`config.mk`:
```
export PLATFORM = sky130hd
export DESIGN_NAME = cam_cfg_sequencer_flat
export DESIGN_NICKNAME = d
export VERILOG_FILES = /design/src/rtl/cam_cfg_pkg.sv /design/src/rtl/cam_cfg_sequencer_if.sv /design/src/rtl/cfg_delay_timer.sv /design/src/rtl/cam_cfg_sequencer.sv /design/src/flat_wrapper.sv
export SDC_FILE = /design/constraint.sdc
export NUM_CORES = 1
export LEC_CHECK = 0
export CORE_MARGIN = 2
export CORE_UTILIZATION = 52
export DETAILED_ROUTE_END_ITERATION = 10
export PLACE_DENSITY = 0.77
export SLEW_MARGIN = 5
export SYNTH_ARGS = -nofsm -noshare
export SYNTH_HDL_FRONTEND = slang
export SYNTH_SLANG_ARGS = --single-unit
```
`constraint.sdc`:
```
create_clock -name clk -period 2.21 [get_ports clk]
set_input_delay 0.442 -clock clk [delete_from_list [all_inputs] [get_ports clk]]
set_output_delay 0.442 -clock clk [all_outputs]
set_load 0.02 [all_outputs]
```
`src/rtl/cam_cfg_pkg.sv`:
```
// Shared constants for the camera config sequencer: FSM state codes, default
// table tags and a helper that derives tag values for any entry width.
package cam_cfg_pkg;

    localparam logic [2:0] ST_IDLE    = 3'd0;
    localparam logic [2:0] ST_FETCH   = 3'd1;
    localparam logic [2:0] ST_DECODE  = 3'd2;
    localparam logic [2:0] ST_WRITE   = 3'd3;
    localparam logic [2:0] ST_WAIT    = 3'd4;
    localparam logic [2:0] ST_ADVANCE = 3'd5;
    localparam logic [2:0] ST_FINISH  = 3'd6;

    localparam logic [15:0] DEF_DELAY_TAG = 16'hFFF0;
    localparam logic [15:0] DEF_END_TAG   = 16'hFFFF;

    // A 16-bit entry uses the tag as given; other widths keep the tag's
    // distance below all-ones (END = all-ones, DELAY = all-ones minus 15).
    function automatic logic [63:0] tag_value(input int unsigned width, input logic [15:0] tag16);
        if (width == 16)
            return {48'd0, tag16};
        return ((64'd1 << width) - 64'd1) - {48'd0, 16'hFFFF - tag16};
    endfunction

endpackage

```
`src/rtl/cam_cfg_sequencer_if.sv`:
```
// Table-ROM read port and SCCB write handshake seen by the config sequencer.
interface cam_cfg_sequencer_if #(
    parameter int ADDR_W = 8,
    parameter int REG_W  = 8,
    parameter int VAL_W  = 8
);
    logic [ADDR_W-1:0]      rom_addr;
    logic [REG_W+VAL_W-1:0] rom_data;
    logic                   wr_valid;
    logic                   wr_ready;
    logic [REG_W-1:0]       wr_reg;
    logic [VAL_W-1:0]       wr_val;

    modport master (
        output rom_addr, wr_valid, wr_reg, wr_val,
        input  rom_data, wr_ready
    );

    modport slave (
        input  rom_addr, wr_valid, wr_reg, wr_val,
        output rom_data, wr_ready
    );
endinterface

```
`src/rtl/cfg_delay_timer.sv`:
```
// Loadable down-counter with a zero flag; times both the ROM read latency
// and the DELAY_TAG pause.
module cfg_delay_timer #(
    parameter int CNT_W = 21
) (
    input  logic             clk,
    input  logic             rst_n,
    input  logic             i_load,
    input  logic [CNT_W-1:0] i_load_val,
    input  logic             i_dec,
    output logic             o_zero
);
    logic [CNT_W-1:0] r_cnt;

    // NOTE: state registers use non-blocking assignments so every flop samples pre-edge values.
    always_ff @(posedge clk or negedge rst_n) begin
        if (!rst_n)
            r_cnt <= '0;
        else if (i_load)
            r_cnt <= i_load_val;
        else if (i_dec && (r_cnt != '0))
            r_cnt <= r_cnt - 1'b1;
    end

    assign o_zero = (r_cnt == '0);
endmodule

```
`src/rtl/cam_cfg_sequencer.sv`:
```
// Walks a {reg, value} config table from a base address, honours DELAY/END
// tags and hands each write to the SCCB master over valid/ready.
module cam_cfg_sequencer
    import cam_cfg_pkg::*;
#(
    parameter int          ADDR_W    = 8,
    parameter int          REG_W     = 8,
    parameter int          VAL_W     = 8,
    parameter logic [15:0] DELAY_TAG = DEF_DELAY_TAG,
    parameter logic [15:0] END_TAG   = DEF_END_TAG,
    parameter int          DELAY_CYC = 1_250_000,
    parameter int          ROM_LAT   = 1
) (
    input  logic                clk,
    input  logic                rst_n,
    input  logic                i_start,
    input  logic [ADDR_W-1:0]   i_table_base,
    cam_cfg_sequencer_if.master bus,
    output logic                o_busy,
    output logic                o_done,
    output logic                o_err,
    output logic [ADDR_W:0]     o_wr_count
);
    localparam int DW    = REG_W + VAL_W;
    localparam int CNT_W = ($clog2(DELAY_CYC + 1) > 2) ? $clog2(DELAY_CYC + 1) : 2;

    localparam logic [DW-1:0]    L_END_TAG   = DW'(tag_value(DW, END_TAG));
    localparam logic [DW-1:0]    L_DELAY_TAG = DW'(tag_value(DW, DELAY_TAG));
    localparam logic [CNT_W-1:0] L_DLY_LOAD  = CNT_W'(DELAY_CYC - 1);
    localparam logic [CNT_W-1:0] L_LAT_LOAD  = CNT_W'(ROM_LAT - 1);

    logic [2:0]        r_state;
    logic [ADDR_W-1:0] r_rom_addr;
    logic              r_wr_valid;
    logic [REG_W-1:0]  r_wr_reg;
    logic [VAL_W-1:0]  r_wr_val;
    logic              r_busy;
    logic              r_done;
    logic              r_err;
    logic [ADDR_W:0]   r_wr_count;

    logic              w_is_end;
    logic              w_is_delay;
    logic              w_last_addr;
    logic              w_tmr_load;
    logic [CNT_W-1:0]  w_tmr_load_val;
    logic              w_tmr_dec;
    logic              w_tmr_zero;

    assign w_is_end    = (bus.rom_data == L_END_TAG);
    assign w_is_delay  = (bus.rom_data == L_DELAY_TAG) && !w_is_end;
    assign w_last_addr = (r_rom_addr == '1);

    // The shared timer is loaded on every entry into FETCH and into WAIT.
    assign w_tmr_load = ((r_state == ST_IDLE)    && i_start) ||
                        ((r_state == ST_ADVANCE) && !w_last_addr) ||
                        ((r_state == ST_DECODE)  && w_is_delay);
    assign w_tmr_load_val = (r_state == ST_DECODE) ? L_DLY_LOAD : L_LAT_LOAD;
    assign w_tmr_dec      = (r_state == ST_FETCH) || (r_state == ST_WAIT);

    cfg_delay_timer #(.CNT_W(CNT_W)) u_timer (
        .clk        (clk),
        .rst_n      (rst_n),
        .i_load     (w_tmr_load),
        .i_load_val (w_tmr_load_val),
        .i_dec      (w_tmr_dec),
        .o_zero     (w_tmr_zero)
    );

    always_ff @(posedge clk or negedge rst_n) begin
        if (!rst_n) begin
            r_state    <= ST_IDLE;
            r_rom_addr <= '0;
            r_wr_valid <= 1'b0;
            r_wr_reg   <= '0;
            r_wr_val   <= '0;
            r_busy     <= 1'b0;
            r_done     <= 1'b0;
            r_err      <= 1'b0;
            r_wr_count <= '0;
        end else begin
            case (r_state)
                ST_IDLE: if (i_start) begin
                    r_rom_addr <= i_table_base;
                    r_done     <= 1'b0;
                    r_err      <= 1'b0;
                    r_wr_count <= '0;
                    r_busy     <= 1'b1;
                    r_state    <= ST_FETCH;
                end
                ST_FETCH: if (w_tmr_zero) r_state <= ST_DECODE;
                // busy/done flip on entry so the FINISH cycle already reports completion
                ST_DECODE: if (w_is_end) begin
                    r_busy  <= 1'b0;
                    r_done  <= 1'b1;
                    r_state <= ST_FINISH;
                end else if (w_is_delay) begin
                    r_state <= ST_WAIT;
                end else begin
                    r_wr_reg   <= bus.rom_data[DW-1 -: REG_W];
                    r_wr_val   <= bus.rom_data[VAL_W-1:0];
                    r_wr_valid <= 1'b1;
                    r_state    <= ST_WRITE;
                end
                ST_WRITE: if (bus.wr_ready) begin
                    r_wr_valid <= 1'b0;
                    if (r_wr_count != '1) r_wr_count <= r_wr_count + 1'b1;
                    r_state    <= ST_ADVANCE;
                end
                ST_WAIT: if (w_tmr_zero) r_state <= ST_ADVANCE;
                ST_ADVANCE: if (w_last_addr) begin
                    r_err   <= 1'b1;
                    r_busy  <= 1'b0;
                    r_done  <= 1'b1;
                    r_state <= ST_FINISH;
                end else begin
                    r_rom_addr <= r_rom_addr + 1'b1;
                    r_state    <= ST_FETCH;
                end
                ST_FINISH: r_state <= ST_IDLE;
                default:   r_state <= ST_IDLE;
            endcase
        end
    end

    assign bus.rom_addr = r_rom_addr;
    assign bus.wr_valid = r_wr_valid;
    assign bus.wr_reg   = r_wr_reg;
    assign bus.wr_val   = r_wr_val;
    assign o_busy       = r_busy;
    assign o_done       = r_done;
    assign o_err        = r_err;
    assign o_wr_count   = r_wr_count;
endmodule

```
`src/flat_wrapper.sv`:
```
// flat-port wrapper written by rule: the top's interface ports become plain ports
module cam_cfg_sequencer_flat import cam_cfg_pkg::*;
#(
    parameter int          ADDR_W    = 8,
    parameter int          REG_W     = 8,
    parameter int          VAL_W     = 8,
    parameter logic [15:0] DELAY_TAG = DEF_DELAY_TAG,
    parameter logic [15:0] END_TAG   = DEF_END_TAG,
    parameter int          DELAY_CYC = 1_250_000,
    parameter int          ROM_LAT   = 1
)
  (clk, rst_n, i_start, i_table_base, o_busy, o_done, o_err, o_wr_count, bus_rom_addr, bus_wr_valid, bus_wr_reg, bus_wr_val, bus_rom_data, bus_wr_ready);
  cam_cfg_sequencer_if #(.ADDR_W(ADDR_W), .REG_W(REG_W), .VAL_W(VAL_W)) bus_i ();
  input  logic clk;
  input  logic rst_n;
  input  logic i_start;
  input  logic [ADDR_W-1:0] i_table_base;
  output logic o_busy;
  output logic o_done;
  output logic o_err;
  output logic [ADDR_W:0] o_wr_count;
  output wire logic [$bits(bus_i.rom_addr)-1:0] bus_rom_addr;
  output wire logic [$bits(bus_i.wr_valid)-1:0] bus_wr_valid;
  output wire logic [$bits(bus_i.wr_reg)-1:0] bus_wr_reg;
  output wire logic [$bits(bus_i.wr_val)-1:0] bus_wr_val;
  input wire logic [$bits(bus_i.rom_data)-1:0] bus_rom_data;
  input wire logic [$bits(bus_i.wr_ready)-1:0] bus_wr_ready;
  assign bus_rom_addr = bus_i.rom_addr;
  assign bus_wr_valid = bus_i.wr_valid;
  assign bus_wr_reg = bus_i.wr_reg;
  assign bus_wr_val = bus_i.wr_val;
  assign bus_i.rom_data = bus_rom_data;
  assign bus_i.wr_ready = bus_wr_ready;
  cam_cfg_sequencer #(.ADDR_W(ADDR_W), .REG_W(REG_W), .VAL_W(VAL_W), .DELAY_TAG(DELAY_TAG), .END_TAG(END_TAG), .DELAY_CYC(DELAY_CYC), .ROM_LAT(ROM_LAT)) u_core (.clk(clk), .rst_n(rst_n), .i_start(i_start), .i_table_base(i_table_base), .bus(bus_i), .o_busy(o_busy), .o_done(o_done), .o_err(o_err), .o_wr_count(o_wr_count));
endmodule
```
==> flow_summary.json, run 1 <==
{
  "clock.fmax_ghz": 0.483,
  "routed_via_density": 5.78,
  "rsz0062_at_grt": "false",
  "crit_family": "simple AND/OR/NAND/NOR gates",
  "final-setup-viol-count": 0,
  "synth_area_um2": 3320,
  "grt_pass1_vias": 2942,
  "core_region_area_um2": 6280,
  "worstPathRequired_ns": 2.48,
  "synth.net_count": 371,
  "clock_skew_ns": 0.00921,
  "crit_path_end_kind": "flop",
  "final_nets": 471,
  "finalPower_mw": 5.57,
  "wirelength_um": 8210,
  "synth_cell_types": 60,
  "start_util_pct": 52.9,
  "die_area_um2": 7050,
  "root_buffer": "clkbuf_8",
  "grtUsageTotal_pct": 24.1,
  "tightest_slew_ns": 0.404,
  "vdd_ir_drop_max_uv": 717,
  "vias": 3002,
  "post_synth_inst_count": 338,
  "p_leak_nw": 2.01,
  "cp_cell_sequence": "nor4_4 > nand4_2 > buf_4 > o211ai_1 > or3_2 > mux2i_1",
  "crit_fanout": 7,
  "cp-start-kind": "flop",
  "gp_congestion": 0.888,
  "slowest_stage": "dfrtp_1",
  "grt_max_degree": 62,
  "fill_cells": 467,
  "grt_antenna_before_repair": 0,
  "numCtsBuffers": 9,
  "clk_latency_ns": 0.35,
  "yosys_warnings": 0,
  "min_period_over_period_pct": 93.6,
  "grt_pass1_wl_um": 13600,
  "dr.pass1.iters": 4,
  "status": "complete, no violations",
  "power_density_nw_per_um2": 1230,
  "grt_overflow": 0,
  "multi_input_area_um2": 1720,
  "dp_hpwl_um": 5920,
  "drive_gt1_share_pct": 20.8,
  "synthToLayoutAreaGrowth_pct": 36.3,
  "cts_tree": "yes",
  "hold_viol_final": 0,
  "wire_per_inst_um": 15.8,
  "largest_register_ffs": 21,
  "num_io_pins": 65,
  "final_max_slew_viol_count": 0,
  "max_stage_delay_ns": 0.42,
  "ant_nets": 0,
  "worst-path-buf-inv": 1,
  "top_register": "u_core.u_timer.r_cnt",
  "die_h_um": 83.9,
  "num_antenna_cells": 0,
  "yosysSeqAreaShare_pct": 45.9,
  "fin_setup_tns_ns": 0,
  "hold_path.class": "in -> async",
  "yosys_register_bits": 61,
  "cap_violations": 0,
  "path_clk_slew_ns": 0.07,
  "fp.dieW_um": 83.9,
  "row_count": 29,
  "drt_iter0_markers": 179,
  "synth_edf_count": 0,
  "crit_type": "reg -> reg",
  "period_minus_slack_ns": 2.07,
  "cp.arrival_ns": 2.34,
  "cts_buffer_depth": 2,
  "synth-main-ff-cell": "dfrtp_1",
  "cts.htree.levels": 3,
  "async_flop_share_pct": 100,
  "drcViolationCount": 0,
  "placement.io_buffers": 64,
  "cts.sinks": 61,
  "regArea_um2": 1530,
  "slew_headroom_pct": 72.9,
  "synth.avg_cell_area_um2": 9.83
}
worst paths after layout:
check | end | slack, ns | cells after the start | startpoint
min in group clk | u_core.bus.wr_valid$_DFFE_PN0P_ | 0.49 | 1 | u_core.bus.wr_valid$_DFFE_PN0P_
max reg2reg | u_core.u_timer.r_cnt[10]$_DFFE_PN0P_ | 0.14 | 6 | u_core.u_timer.r_cnt[5]$_DFFE_PN0P_
min reg2reg | u_core.bus.wr_valid$_DFFE_PN0P_ | 0.49 | 1 | u_core.bus.wr_valid$_DFFE_PN0P_
min | u_core.u_timer.r_cnt[18]$_DFFE_PN0P_ | 0.09 | 2 | rst_n
max | u_core.u_timer.r_cnt[10]$_DFFE_PN0P_ | 0.14 | 6 | u_core.u_timer.r_cnt[5]$_DFFE_PN0P_
max in group asynchronous | u_core.bus.rom_addr[6]$_DFFE_PN0P_ | 1.85 | 2 | rst_n
cell usage in the layout (no fill, tap or decap), types with 2 or more instances in the layout:
| master | synthesis | layout |
|---|---|---|
| clkdlybuf4s50_1 | 0 | 63 |
| dfrtp_1 | 61 | 61 |
| buf_4 | 1 | 36 |
| nand2_1 | 27 | 27 |
| nor2_1 | 26 | 26 |
| nand3_1 | 25 | 24 |
| o21ai_0 | 23 | 23 |
| a21oi_1 | 20 | 20 |
| mux2_2 | 16 | 16 |
| clkbuf_8 | 1 | 10 |
| inv_1 | 8 | 8 |
| nand4_1 | 8 | 8 |
| o211ai_1 | 8 | 8 |
| xor2_1 | 7 | 7 |
| nor3_1 | 8 | 7 |
| or4_1 | 6 | 6 |
| mux2i_1 | 5 | 5 |
| ha_1 | 5 | 5 |
| and3_1 | 4 | 4 |
| o31ai_1 | 4 | 4 |
| nor3_2 | 2 | 3 |
| nor4_1 | 3 | 3 |
| nand2b_1 | 3 | 3 |
| o21a_1 | 3 | 3 |
| xnor2_1 | 3 | 3 |
| or3_1 | 3 | 3 |
| or2_2 | 3 | 3 |
| or3b_2 | 2 | 2 |
| and2_1 | 2 | 2 |
| nand4b_1 | 2 | 2 |
| a21o_1 | 2 | 2 |
| a32oi_1 | 2 | 2 |
| a2bb2oi_1 | 2 | 2 |
| o311ai_0 | 3 | 2 |
| o41ai_1 | 2 | 2 |
| o2111ai_1 | 2 | 2 |
| and3_2 | 2 | 2 |
| a211o_1 | 2 | 2 |
| bufinv_16 | 0 | 2 |
| buf_12 | 0 | 2 |
where the power goes:
group | switching (mW) | internal [mW]
logic | 1.32 | 1.20
clock network | 0.444 | 0.658
registers | 0.416 | 1.54
total | 2.18 | 3.39
area by class of cell:
class / count / share of cell area [%]
timing repair buffer: 102 / 20.9
clock inverter: 4 / 1.60
multi-input combinational: 256 / 37.9
inverter: 8 / 0.663
clock buffer: 11 / 3.12
sequential: 61 / 33.7
tap: 77 / 2.13
cell families (layout without fill, tap and decap cells):
logic type	after synthesis	after routing	share of synthesized area, %
compound gates	81	81	15.9
flops	61	61	45.9
xor+xnor	10	10	2.64
simple gates	139	139	23.8
buf+inv	21	125	2.94
mux	21	21	6.93
fa+ha+maj	5	5	1.88
worst reg2reg max path, delay by kind of cell (launching register included):
family          cells  cell delay [ns]
flops               1             0.42
compound gates      1             0.36
mux                 1             0.18
simple gates        3             0.83
buf+inv             1             0.21
metrics by stage:
stage	util (%)	setup WS (ns)	cell area (µm²)	std cells	hold slack (ns)
6_report	72.2	0.142	4530	519	0.0867
5_1_grt	72.2	0.00673	4530	519	0.105
4_1_cts	71.9	0.153	4510	519	0.0949
3_5_place_dp	68.5	-0.128	4300	504	0.475
3_3_place_gp	68.5	-0.0168	4300	504	0.463
2_1_floorplan	-	0.213	3320	338	0.146
synth_stat cells (all sizes together) (2+ instances only):
cell | number | area (µm²)
dfrtp | 61 | 1530
nand2 | 28 | 108
nor2 | 26 | 97.6
nand3 | 25 | 125
o21ai | 25 | 133
a21oi | 20 | 100
mux2 | 16 | 180
nor3 | 10 | 60.1
nand4 | 9 | 62.6
inv | 8 | 30.0
o211ai | 8 | 60.1
clkbuf | 7 | 36.3
or4 | 7 | 56.3
xor2 | 7 | 61.3
and3 | 6 | 40.0
buf | 6 | 31.3
ha | 5 | 62.6
mux2i | 5 | 50.1
nor4 | 5 | 52.6
nand2b | 4 | 32.5
o31ai | 4 | 30.0
or3 | 4 | 26.3
o21a | 3 | 22.5
o311ai | 3 | 26.3
or2 | 3 | 18.8
xnor2 | 3 | 26.3
a211o | 2 | 17.5
a21o | 2 | 15.0
a2bb2oi | 2 | 17.5
a32oi | 2 | 17.5
and2 | 2 | 12.5
nand4b | 2 | 17.5
o2111ai | 2 | 17.5
o41ai | 2 | 17.5
or3b | 2 | 17.5
routing by layer:
layer | part of all wire, % | vias to the layer above | track usage [%] | routed length (µm)
li1 | - | 1463 | - | -
met1 | 45 | 1459 | 29.8 | 3670
met2 | 49 | 67 | 40.8 | 4040
met3 | 4.2 | 13 | 4.85 | 348
met4 | 1.9 | 0 | 10.6 | 152
met5 | 0 | - | 0 | 0
repair_timing:
| item | in CTS | in global routing |
|---|---|---|
| hold endpoints to repair | 0 | 0 |
| setup endpoints to repair | 0 | 4 |
| hold buffers | 0 | 0 |
| gates resized for setup | 0 | 4 |
| setup buffers | 0 | 0 |
No activity file was read; power rests on OpenSTA's default activity.
==> run 2, diff against run 1 <==
--- a/config.mk
+++ b/config.mk
@@ -5,11 +5,13 @@
 export SDC_FILE = /design/constraint.sdc
 export NUM_CORES = 1
 export LEC_CHECK = 0
+export CAP_MARGIN = 25
 export CORE_MARGIN = 2
-export CORE_UTILIZATION = 52
+export CORE_UTILIZATION = 53
 export DETAILED_ROUTE_END_ITERATION = 10
-export PLACE_DENSITY = 0.77
+export PLACE_DENSITY = 0.81
 export SLEW_MARGIN = 5
 export SYNTH_ARGS = -nofsm -noshare
 export SYNTH_HDL_FRONTEND = slang
+export SYNTH_HIERARCHICAL = 1
 export SYNTH_SLANG_ARGS = --single-unit
==> flow_summary.json, run 2 <==
{
  "status": "complete, no violations",
  "tightest_slew_ns": 0.537,
  "final_max_slew_viol_count": 0,
  "crit_path_end_kind": "flop",
  "grt_max_degree": 26,
  "vdd_ir_drop_max_uv": 1100,
  "cts_buffer_depth": 2,
  "worst_slack_ns": 0.0417,
  "grt_pass1_vias": 3190,
  "hold_path.class": "in -> async",
  "num_io_pins": 65,
  "gp_congestion": 0.910,
  "dp_cells": 545,
  "grt_pass1_wl_um": 15000,
  "root_buffer": "clkbuf_8",
  "largest_register_ffs": 21,
  "crit_type": "reg -> reg",
  "grt_overflow": 0,
  "drt_iter0_markers": 188,
  "p_int_mw": 3.89,
  "synthTopCellsByCount": "dfrtp_1 (61), nand2_1 (37), nor2_1 (24), o21ai_0 (20), mux2_2 (17)",
  "cp-start-kind": "flop",
  "drcViolationCount": 0,
  "die_area_um2": 7240,
  "synth_cell_types": 72,
  "grt_antenna_before_repair": 0,
  "post_dp_cell_area_um2": 4660,
  "placement.io_buffers": 64,
  "crit_fanout": 7,
  "post_synth_inst_count": 353,
  "clock_skew_ns": 0.0130,
  "dp_hpwl_um": 6540,
  "cts_tree": "yes",
  "synth-main-ff-cell": "dfrtp_1",
  "cp.arrival_ns": 2.41,
  "yosysSeqAreaShare_pct": 43.8,
  "yosys-top-cells-area": "dfrtp_1 (44%), mux2_2 (5.5%), nand2_1 (4.0%), o21ai_0 (2.9%), xnor2_1 (2.8%)",
  "wire_per_inst_um": 15.9,
  "final-setup-viol-count": 0,
  "final_nets": 514,
  "top_register": "u_core/u_timer/r_cnt",
  "yosys_warnings": 6,
  "holdBufCountCts": 0,
  "cts.sinks": 61,
  "synth.avg_cell_area_um2": 9.87,
  "fp.dieW_um": 85.1,
  "fill_cells": 410,
  "wirelength_um": 8970,
  "ant_nets": 0,
  "power_density_nw_per_um2": 1360,
  "p_comb_share_pct": 55.8,
  "drive_gt1_share_pct": 26.1,
  "mostFrequentLayoutCell": "clkdlybuf4s50_1",
  "final_cell_mix": "clkdlybuf4s50_1 (63), dfrtp_1 (59), buf_4 (56)",
  "core_region_area_um2": 6350,
  "period_minus_slack_ns": 2.17,
  "hold_viol_final": 0,
  "synth_area_um2": 3480,
  "async_flop_share_pct": 100,
  "clkPwrFrac_pct": 13.2,
  "row_count": 29,
  "numCtsBuffers": 9,
  "synth_top_cell_area_share_pct": 43.8,
  "switching_power_mw": 2.81,
  "dr.pass1.iters": 4,
  "hold-worst-slack_ns": 0.0486,
  "final_cells": 563,
  "pwr-share-seq_pct": 31.0,
  "fin_area_um2": 4930,
  "grtUsageTotal_pct": 25.9,
  "worstPathRequired_ns": 2.45,
  "start_util_pct": 54.9,
  "vias": 3227,
  "dp_slack_ns": -0.337,
  "die_h_um": 85.1,
  "path_clk_slew_ns": 0.08,
  "synth_top_cell_by_area": "dfrtp_1",
  "clk_latency_ns": 0.34,
  "clock.fmax_ghz": 0.461,
  "cap_violations": 0,
  "synth_edf_count": 0,
  "yosys_register_bits": 61,
  "num_antenna_cells": 0,
  "synthToLayoutAreaGrowth_pct": 41.5,
  "min_period_over_period_pct": 98.1,
  "routed_via_density": 5.73,
  "cts.htree.levels": 3,
  "yosysMostFrequentCell": "dfrtp_1",
  "p_sw_share_pct": 41.9,
  "p_leak_nw": 2.06,
  "slew_headroom_pct": 64.1
}
run 2: cell types whose count changed in the layout (fill, tap and decap cells not counted), sizes merged, moves of 7 or more:
cell / change
conb: +10
nand3: -9
xnor2: +8
nand2: +9
a21oi: -8
buf: +21
a31oi: +7
run 2: worst paths after layout:
kind,end,slack [ns],cells past startpoint,from
max,u_core/o_wr_count[3]$_DFFE_PN0P_,0.04,9,u_core/o_wr_count[5]$_DFFE_PN0P_
min,u_core/bus.rom_addr[7]$_DFFE_PN0P_,0.05,1,rst_n
max reg2reg,u_core/o_wr_count[3]$_DFFE_PN0P_,0.04,9,u_core/o_wr_count[5]$_DFFE_PN0P_
min reg2reg,u_core/o_done$_DFFE_PN0P_,0.49,2,u_core/o_done$_DFFE_PN0P_
max in group asynchronous,u_core/bus.wr_reg[2]$_DFFE_PN0P_,1.49,3,rst_n
min in group clk,u_core/o_done$_DFFE_PN0P_,0.49,2,u_core/o_done$_DFFE_PN0P_
run 2: cell type report:
class	count	area, µm²	area share, %
multi-input cells	273	1960	39.8
flip-flops and latches	61	1530	31.0
repair buffers	123	1120	22.6
clock buffers	9	124	2.51
well taps	77	96.3	1.95
clock inverters	7	52.6	1.07
inverters	13	48.8	0.990
run 2: logic make-up after synthesis:
family | count (synthesis) | synth area share [%]
AO/OA/AOI/OAI | 84 | 17.1
XOR/XNOR | 20 | 5.03
adder cells (fa/ha/maj) | 5 | 1.80
buffers and inverters | 28 | 3.99
flip-flops | 61 | 43.8
multiplexers | 19 | 6.07
other | 1 | 0.108
AND/OR/NAND/NOR | 135 | 22.1
run 2: metal layers:
layer,vias to the layer above,GRT usage [%],part of all wire (%)
li1,1561,-,-
met1,1567,33.7,44
met2,83,43.0,50
met3,16,5.16,5.0
met4,0,9.67,1.6
met5,-,0,0
run 2: metrics by stage:
stage / setup TNS [ns] / utilization [%] / total power [mW]
global route: -0.0760 / 77.6 / 7.14
detailed placement: -8.72 / 73.5 / 5.69
CTS: -0.0284 / 76.3 / 6.60
floorplan: -0.00525 / - / 4.09
finish: 0 / 77.6 / 6.70
global placement: -5.42 / 73.5 / 5.54
run 2: what timing repair did:
item,in CTS,in global routing
resized for setup,4,16
buffers inserted,0,2
endpoints found under the setup margin,4,32
pin swaps,1,2
run 2: critical path, cell delays in order (launching register included):
cell       delay, ns
dfrtp_1         0.42
nand4_1         0.16
or2_2           0.15
nor2_1          0.05
ha_1            0.17
nand4b_1        0.17
buf_4           0.18
a2111oi_1       0.51
xnor2_1         0.19
nor2_1          0.06
run 2: power groups by stage:
stage,logic [mW],clock network [mW],registers [mW]
floorplan,1.66,0,2.43
global placement,3.50,0,2.05
detailed placement,3.62,0,2.07
CTS,3.64,0.901,2.06
global route,4.05,0.950,2.14
finish,3.74,0.884,2.08
==> run 3, diff against run 2 <==
--- a/config.mk
+++ b/config.mk
@@ -7,9 +7,9 @@
 export LEC_CHECK = 0
 export CAP_MARGIN = 25
 export CORE_MARGIN = 2
-export CORE_UTILIZATION = 53
+export CORE_UTILIZATION = 25
 export DETAILED_ROUTE_END_ITERATION = 10
-export PLACE_DENSITY = 0.81
+export PLACE_DENSITY_LB_ADDON = 0.15
 export SLEW_MARGIN = 5
 export SYNTH_ARGS = -nofsm -noshare
 export SYNTH_HDL_FRONTEND = slang
==> flow_summary.json, run 3 (synthesis results as in run 2) <==
{
  "status": "complete, no violations",
  "core_region_area_um2": 13700,
  "grtUsageTotal_pct": 13.2,
  "final-setup-viol-count": 0,
  "vdd_ir_drop_max_uv": 479,
  "hold_path.class": "in -> async",
  "cts.htree.levels": 3,
  "tightest_slew_ns": 0.558,
  "grt_max_degree": 62,
  "dr.pass1.iters": 4,
  "crit_fanout": 3,
  "rrSetupSlack_ns": 0.09,
  "vias": 3166,
  "cp.arrival_ns": 2.35,
  "synthToLayoutAreaGrowth_pct": 51.4,
  "grt_overflow": 0,
  "cts_buffer_depth": 2,
  "gp_congestion": 0.790,
  "path_clk_slew_ns": 0.06,
  "worstPathRequired_ns": 2.45,
  "drive_gt1_share_pct": 28.5,
  "clock_skew_ns": 0.00569,
  "slew_headroom_pct": 62.7,
  "numCtsBuffers": 9,
  "die_area_um2": 14900,
  "start_util_pct": 25.4,
  "hold-worst-slack_ns": 0.118,
  "crit_path_end_kind": "flop",
  "holdBufCountCts": 0,
  "clock.fmax_ghz": 0.473,
  "row_count": 43,
  "rsz0062_at_grt": "true",
  "wire_per_inst_um": 13.8,
  "cap_violations": 0,
  "fin_setup_tns_ns": 0,
  "final_max_slew_viol_count": 0,
  "post-route-util_pct": 38.4,
  "cp-start-kind": "flop",
  "power_density_nw_per_um2": 1380,
  "root_buffer": "clkbuf_16",
  "dp_cells": 659,
  "top_register": "u_core/u_timer/r_cnt",
  "hold_viol_final": 0,
  "final_cells": 678,
  "largest_register_ffs": 21,
  "die_h_um": 122,
  "min_period_over_period_pct": 95.7,
  "drt_iter0_markers": 161,
  "num_antenna_cells": 0,
  "cts_tree": "yes",
  "clk_latency_ns": 0.33,
  "grt_antenna_before_repair": 0,
  "crit_type": "reg -> reg",
  "final_cell_mix": "buf_4 (68), clkdlybuf4s50_1 (63), dfrtp_1 (58)",
  "num_io_pins": 65,
  "finalPower_mw": 7.28,
  "fp.dieW_um": 122,
  "period_minus_slack_ns": 2.12,
  "final_nets": 526,
  "crit_family": "simple AND/OR/NAND/NOR gates",
  "p_leak_nw": 2.18,
  "max_stage_delay_ns": 0.55,
  "worst-path-buf-inv": 0,
  "wirelength_um": 9340,
  "ant_nets": 0,
  "dp_hpwl_um": 6920,
  "routed_via_density": 4.67,
  "grt_pass1_vias": 3111,
  "cp_cell_sequence": "or4_4 > or2_4 > nor4_4 > mux2i_1 > nand3_1 > a41oi_2 > o32ai_2",
  "drcViolationCount": 0,
  "cts.sinks": 61,
  "placement.io_buffers": 64,
  "grt_pass1_wl_um": 15600,
  "mostFrequentLayoutCell": "buf_4",
  "slowest_stage": "or4_4"
}
-- run 3: cell types whose count changed in the layout (fill, tap and decap cells not counted), sizes merged --
cell and delta:
clkinvlp +2, buf +12, bufinv +1, inv +2
clkinv -5
-- run 3: final timing paths --
check                                                          from                                    to  cells after the start
worst max-delay path            u_core/u_timer/r_cnt[9]$_DFFE_PN0P_         u_core/r_state[2]$_DFFE_PN0P_                      7
worst min-delay path                                          rst_n  u_core/u_timer/r_cnt[11]$_DFFE_PN0P_                      2
worst max register to register  u_core/u_timer/r_cnt[9]$_DFFE_PN0P_         u_core/r_state[2]$_DFFE_PN0P_                      7
worst min register to register            u_core/o_done$_DFFE_PN0P_             u_core/o_done$_DFFE_PN0P_                      2
max in group asynchronous                                     rst_n    u_core/bus.rom_addr[1]$_DFFE_PN0P_                      2
min in group clk                          u_core/o_done$_DFFE_PN0P_             u_core/o_done$_DFFE_PN0P_                      2
-- run 3: routing by layer --
metal	up-vias	track usage, %	routed length, µm
met5	-	0	0
met4	0	3.95	105
met3	6	3.84	494
met2	57	20.0	4260
met1	1518	18.3	4480
li1	1585	-	-
-- run 3: repair_timing --
item | in CTS | in global routing
gates resized for setup | 3 | 21
pin swaps | 1 | 3
setup endpoints to repair | 19 | 28
buffers inserted | 0 | 3
-- run 3: worst register-to-register path, cell delays in order, from the launching register on --
cell and delay (ns):
dfrtp_1 0.37, or4_4 0.55, or2_4 0.26, nor4_4 0.22
mux2i_1 0.13, nand3_1 0.14, a41oi_2 0.14, o32ai_2 0.21
-- run 3: where the power goes --
group / internal [mW] / switching, mW
sequential: 1.63 / 0.423
combinational: 1.91 / 1.89
clock: 0.875 / 0.541
total: 4.42 / 2.85
-- run 3: final cells by class --
type	instances	area, µm²
Tap cell	180	225
Sequential cell	61	1530
Clock buffer	9	225
Multi-Input combinational cell	273	1980
Fill cell	1392	8450
Clock inverter	7	75.1
Timing Repair Buffer	135	1190
Inverter	13	51.3
-- run 3: stage by stage --
| step | area (µm²) | setup WS (ns) |
|---|---|---|
| global placement | 4850 | -0.315 |
| global route | 5270 | -0.0693 |
| floorplan | 3550 | -0.00525 |
| finish | 5270 | 0.0941 |
| detailed placement | 4850 | -0.389 |
| CTS | 5160 | 0.000917 |
==> patch 1 (config.mk and constraints of run 3) <==
`REG_W` is set to 8 in 3 places; all go to 12.
--- a/src/rtl/cam_cfg_sequencer_if.sv
+++ b/src/rtl/cam_cfg_sequencer_if.sv
@@ -3,3 +3,3 @@
     parameter int ADDR_W = 8,
-    parameter int REG_W  = 8,
+    parameter int REG_W  = 12,
     parameter int VAL_W  = 8
--- a/src/rtl/cam_cfg_sequencer.sv
+++ b/src/rtl/cam_cfg_sequencer.sv
@@ -6,3 +6,3 @@
     parameter int          ADDR_W    = 8,
-    parameter int          REG_W     = 8,
+    parameter int          REG_W     = 12,
     parameter int          VAL_W     = 8,
--- a/src/flat_wrapper.sv
+++ b/src/flat_wrapper.sv
@@ -4,3 +4,3 @@
     parameter int          ADDR_W    = 8,
-    parameter int          REG_W     = 8,
+    parameter int          REG_W     = 12,
     parameter int          VAL_W     = 8,
Ports: changed (resized bus_rom_data and bus_wr_reg); port bits go from 65 to 73. The function was not compared with the original's and may differ.
==> patch 1 against run 3 <==
The run now ends with setup timing left; fmax is 6.3% lower; area after synthesis is 3.7% higher; first-iteration DRC count is 0.62% higher; count of clock-buffer cells in the layout is 3 higher; critical path depth stayed put; sequential cell count is 4 higher; power is 0.59% lower; wire length is 4.2% higher; final cell count is 2.7% higher; final area is 3.4% higher; setup slack worse by 0.14 ns; largest cell class unchanged; via count is 2.9% higher.
==> patch 1: results (changes against run 3) <==
{| class="wikitable"
! Metric !! Value
|-
| Number of failing setup endpoints in the final timing report || 1 (+1)
|-
| Violations in the final reports || setup timing
|-
| Number of vias after detailed routing || 3,258 (+2.9%)
|-
| Post-Synth Adder-Cell Area || 1.73% (-0.064 points)
|-
| Worst setup slack after layout || -0.0480 ns (-0.142 ns)
|-
| Via-per-instance ratio || 4.68 (+0.24%)
|-
| Top cells by instance count after synthesis || sky130_fd_sc_hd__dfrtp_1, sky130_fd_sc_hd__nand2_1, sky130_fd_sc_hd__o21ai_0, sky130_fd_sc_hd__mux2_2, sky130_fd_sc_hd__nor2_1
|-
| Setup total negative slack || -0.0480 ns (-0.0480 ns)
|-
| Area of placed instances || 5090 sq um (+4.9%)
|-
| Worst IR Drop VDD || 0.507 mV (+5.9%)
|-
| Multiplexer share of the synthesized area || 7.10% (+1.0 points)
|-
| Drt first-iter violations || 162 (+0.62%)
|-
| Arrival time of data at the critical path endpoint || 2.52 ns (+0.17 ns)
|-
| Cells taking the most area after synthesis || sky130_fd_sc_hd__dfrtp_1, sky130_fd_sc_hd__mux2_2, sky130_fd_sc_hd__o21ai_0
|-
| Outcome || complete, but fails checks
|-
| Nets || 548 (+4.2%)
|-
| Worst flop-to-flop path startpoint || u_core/u_timer/r_cnt[10]
|-
| Synth Area in Compound Gates || 15.0% (-2.1 points)
|-
| Detailed-route wire length || 9.74 mm (+4.2%)
|-
| Final hold slack || 0.103 ns (-0.0149 ns)
|-
| Instance count of the mapped netlist || 363 (+2.8%)
|-
| Synth Area in XOR/XNOR || 4.61% (-0.42 points)
|-
| Placer's final routability congestion estimate || 0.795 (+0.63%)
|-
| R2R Path End || u_core/r_state[0]
|-
| Global-route usage over all layers || 13.1% (-0.12 points)
|-
| HPWL Detailed || 7.32 mm (+5.7%)
|-
| Via count of the first global-routing pass || 3,247 (+4.4%)
|-
| Post-synthesis cell type count || 66 (-8.3%)
|-
| Internal portion of total power || 4420 uW (about the same)
|-
| Static leakage power || 0.00227 uW (+3.9%)
|-
| Wire length of the first global-routing pass || 16.4 mm (+5.2%)
|-
| Fillers || 1,425 (+2.4%)
|-
| Part of the Yosys area used for sequential elements || 45.0% (+1.2 points)
|-
| Pin count of the biggest net entering global routing || 27 (-56%)
|-
| Worst-case setup slack after placement || -0.274 ns (+0.115 ns)
|}
## patch 1: repair_timing
| action | in CTS | in global routing |
|---|---|---|
| setup buffers | 0 | 5 |
| resized for setup | 3 | 12 |
| endpoints found under the setup margin | 1 | 11 |
| pin swaps | 0 | 3 |
## patch 1: how the worst max path moves through the flow
stage	startpoint	end	cells after the start
finish	u_core/u_timer/r_cnt[10]	u_core/r_state[0]	7
floorplan	u_core/u_timer/r_cnt[10]	u_core/r_state[0]	8
global route	u_core/u_timer/r_cnt[0]	u_core/r_state[0]	9
CTS	u_core/u_timer/r_cnt[10]	u_core/r_state[0]	7
detailed placement	bus_rom_data[14]	u_core/u_timer/r_cnt[17]	7
global placement	bus_rom_data[8]	u_core/u_timer/r_cnt[17]	7
## patch 1: power by group through the flow
stage	sequential [uW]	clock, uW	combinational [uW]
after floorplan	2450	0	1680
after global placement	2060	0	3750
after detailed placement	2070	0	3770
after CTS	2070	1330	3810
after global routing	2140	1380	4260
final	2060	1280	3890
## patch 1: worst register-to-register path, delay by kind of cell (launching register included)
kind / cells / cell delay [ns]
AO/OA/AOI/OAI: 3 / 0.69
flip-flops: 1 / 0.37
AND/OR/NAND/NOR: 4 / 1.13
## patch 1: layout make-up
| class | instances | area, sq um | share of cell area [%] |
|---|---|---|---|
| multi-input combinational | 280 | 2000 | 36.7 |
| sequential | 65 | 1630 | 29.9 |
| timing repair buffer | 145 | 1310 | 23.9 |
| clock buffer | 12 | 236 | 4.33 |
| tap | 180 | 225 | 4.13 |
| inverter | 10 | 40.0 | 0.734 |
| clock inverter | 4 | 20.0 | 0.367 |
## patch 1: layer usage
layer	vias up	part of all wire, %	track usage (%)
met1	1552	49	17.9
met4	0	1.8	5.75
li1	1614	-	-
met2	79	42	18.8
met5	-	0	0
met3	13	7.1	4.43
==> patch 2 (config.mk and constraints of run 3) <==
Made on the original files. Put one more register stage on the output `o_wr_count`, with the module's reset. The value now appears one clock later. The other outputs are not delayed to match.
--- a/src/rtl/cam_cfg_sequencer.sv
+++ b/src/rtl/cam_cfg_sequencer.sv
@@ -132,3 +132,9 @@
     assign o_err        = r_err;
-    assign o_wr_count   = r_wr_count;
+    always_ff @(posedge clk or negedge rst_n) begin
+        if (!rst_n) begin
+            o_wr_count <= '0;
+        end else begin
+            o_wr_count <= r_wr_count;
+        end
+    end
 endmodule
Behaviour: not the same (a bounded check fails within 10 cycles, from zero or initial values and one cycle with rst_n low).
==> patch 2 against run 3 <==
Setup slack worse by 0.072 ns; global-route usage is 0.28 points lower; die area is 6.2% higher; worst hold slack worse by 0.093 ns; sequential cell count is 9 higher; power is 5.8% higher; sequential power is 8% higher; sequential share of layout area is 2.6 points higher; clock skew is 0.0017 ns lower; wire length is 5.6% higher; area after synthesis is 6.4% higher; synthesized cell count is 3.4% higher; critical path type unchanged; final area is 5.2% higher.
==> patch 2: results (changes against run 3) <==
{| class="wikitable"
! Metric !! Value
|-
| Worst-case setup slack after placement || -0.221 ns (+0.168 ns)
|-
| Nets || 548 (+4.2%)
|-
| R2R Path End || u_core/r_state[0]
|-
| Final hold slack || 0.0246 ns (-0.0929 ns)
|-
| Multiplexer share of the synthesized area || 5.74% (-0.33 points)
|-
| Post-Synth Adder-Cell Area || 1.69% (-0.11 points)
|-
| Pin count of the biggest net entering global routing || 45 (-27%)
|-
| Worst R2R Setup Slack || 0.02 ns (-0.07 ns)
|-
| Wire length of the first global-routing pass || 16.4 mm (+5.1%)
|-
| Htree depth || 3 (unchanged)
|-
| Post-synthesis cell type count || 69 (-4.2%)
|-
| Global-route usage over all layers || 13.0% (-0.28 points)
|-
| Top cells by instance count after synthesis || sky130_fd_sc_hd__dfrtp_1, sky130_fd_sc_hd__nand2_1, sky130_fd_sc_hd__nor2_1, sky130_fd_sc_hd__o21ai_0, sky130_fd_sc_hd__mux2_2
|-
| Routed length per instance || 14.0 um (+1.7%)
|-
| Registers with the most flip-flops || u_core/u_timer/r_cnt (21), u_core/o_wr_count (9), u_core/r_wr_count (9)
|-
| Cells taking the most area after synthesis || sky130_fd_sc_hd__dfrtp_1, sky130_fd_sc_hd__mux2_2, sky130_fd_sc_hd__nand2_1
|-
| Setup bufs post-CTS || 1 (+1)
|-
| HPWL Detailed || 7.16 mm (+3.5%)
|-
| Via-per-instance ratio || 4.74 (+1.4%)
|-
| Number of instances resized during post-cts repair || 2 (-1)
|-
| Finished Layout Cells || 704 (+3.8%)
|-
| Fraction of layout cells with a size suffix above 1 || 27.7% (-0.82 points)
|-
| Fillers || 1,519 (+9.1%)
|-
| Area of all sequential standard cells || 1750 sq um (+15%)
|-
| Part of the Yosys area used for sequential elements || 47.2% (+3.4 points)
|-
| Static leakage power || 0.00233 uW (+6.7%)
|-
| Transition time of the tightest slew-check pin || 0.497 ns (-0.0607 ns)
|-
| Synth Area in Compound Gates || 16.3% (-0.80 points)
|-
| Skew final || 0.00402 ns (-0.00167 ns)
|-
| Worst IR Drop VDD || 0.649 mV (+36%)
|-
| Arrival time of data at the critical path endpoint || 2.46 ns (+0.11 ns)
|-
| Worst flop-to-flop path startpoint || u_core/u_timer/r_cnt[7]
|-
| Via count of the first global-routing pass || 3,267 (+5.0%)
|-
| Placer's final routability congestion estimate || 0.791 (about the same)
|-
| Outcome || finished clean
|-
| Syn avg cell area || 10.2 sq um (+2.9%)
|-
| Drt first-iter violations || 150 (-6.8%)
|}
[patch 2: cells by family (layout without fill, tap and decap cells)]
family / count (synthesis) / in the layout
DFF: 70 / 70
adders and majority gates: 5 / 5
muxes: 19 / 19
AOI/OAI and AO/OA: 88 / 88
other: 1 / 10
buffers and inverters: 26 / 172
xor gates and xnor gates: 19 / 19
and+or+nand+nor: 137 / 137
[patch 2: worst max path at each step]
stage | from | to | slack (ns)
6_report | u_core/u_timer/r_cnt[7] | u_core/r_state[0] | 0.02
5_1_grt | u_core/u_timer/r_cnt[7] | u_core/r_state[0] | -0.09
4_1_cts | u_core/u_timer/r_cnt[7] | u_core/r_state[0] | -0.04
3_5_place_dp | bus_rom_data[6] | u_core/u_timer/r_cnt[17] | -0.22
3_3_place_gp | bus_rom_data[9] | u_core/u_timer/r_cnt[17] | -0.17
2_1_floorplan | u_core/r_state[2] | u_core/u_timer/r_cnt[17] | -0.06
[patch 2: per-layer routing]
layer / share of wire, % / up-vias / GRT usage, %
met2: 44 / 73 / 18.4
met5: 0 / - / 0
li1: - / 1646 / -
met4: 1.9 / 0 / 5.24
met3: 5.7 / 14 / 4.16
met1: 49 / 1601 / 18.2
[patch 2: worst register-to-register path: cells and delay by family (launching register included)]
kind               cells  cell delay [ns]
AOI/OAI and AO/OA      3             0.64
DFF                    1             0.38
and+or+nand+nor        4             1.11
[patch 2: area by class of cell]
class	count	area share, %
multi-input combinational	278	34.9
tap	184	4.15
timing repair buffer	145	23.0
inverter	11	0.744
clock inverter	6	1.56
sequential	70	31.6
clock buffer	10	4.13
[patch 2: where the power goes]
part / leakage [uW] / total [uW] / internal, uW / switching (uW)
clock: 0.000152 / 1550 / 985 / 562
combinational: 0.00130 / 3930 / 1990 / 1940
sequential: 0.000871 / 2230 / 1840 / 390
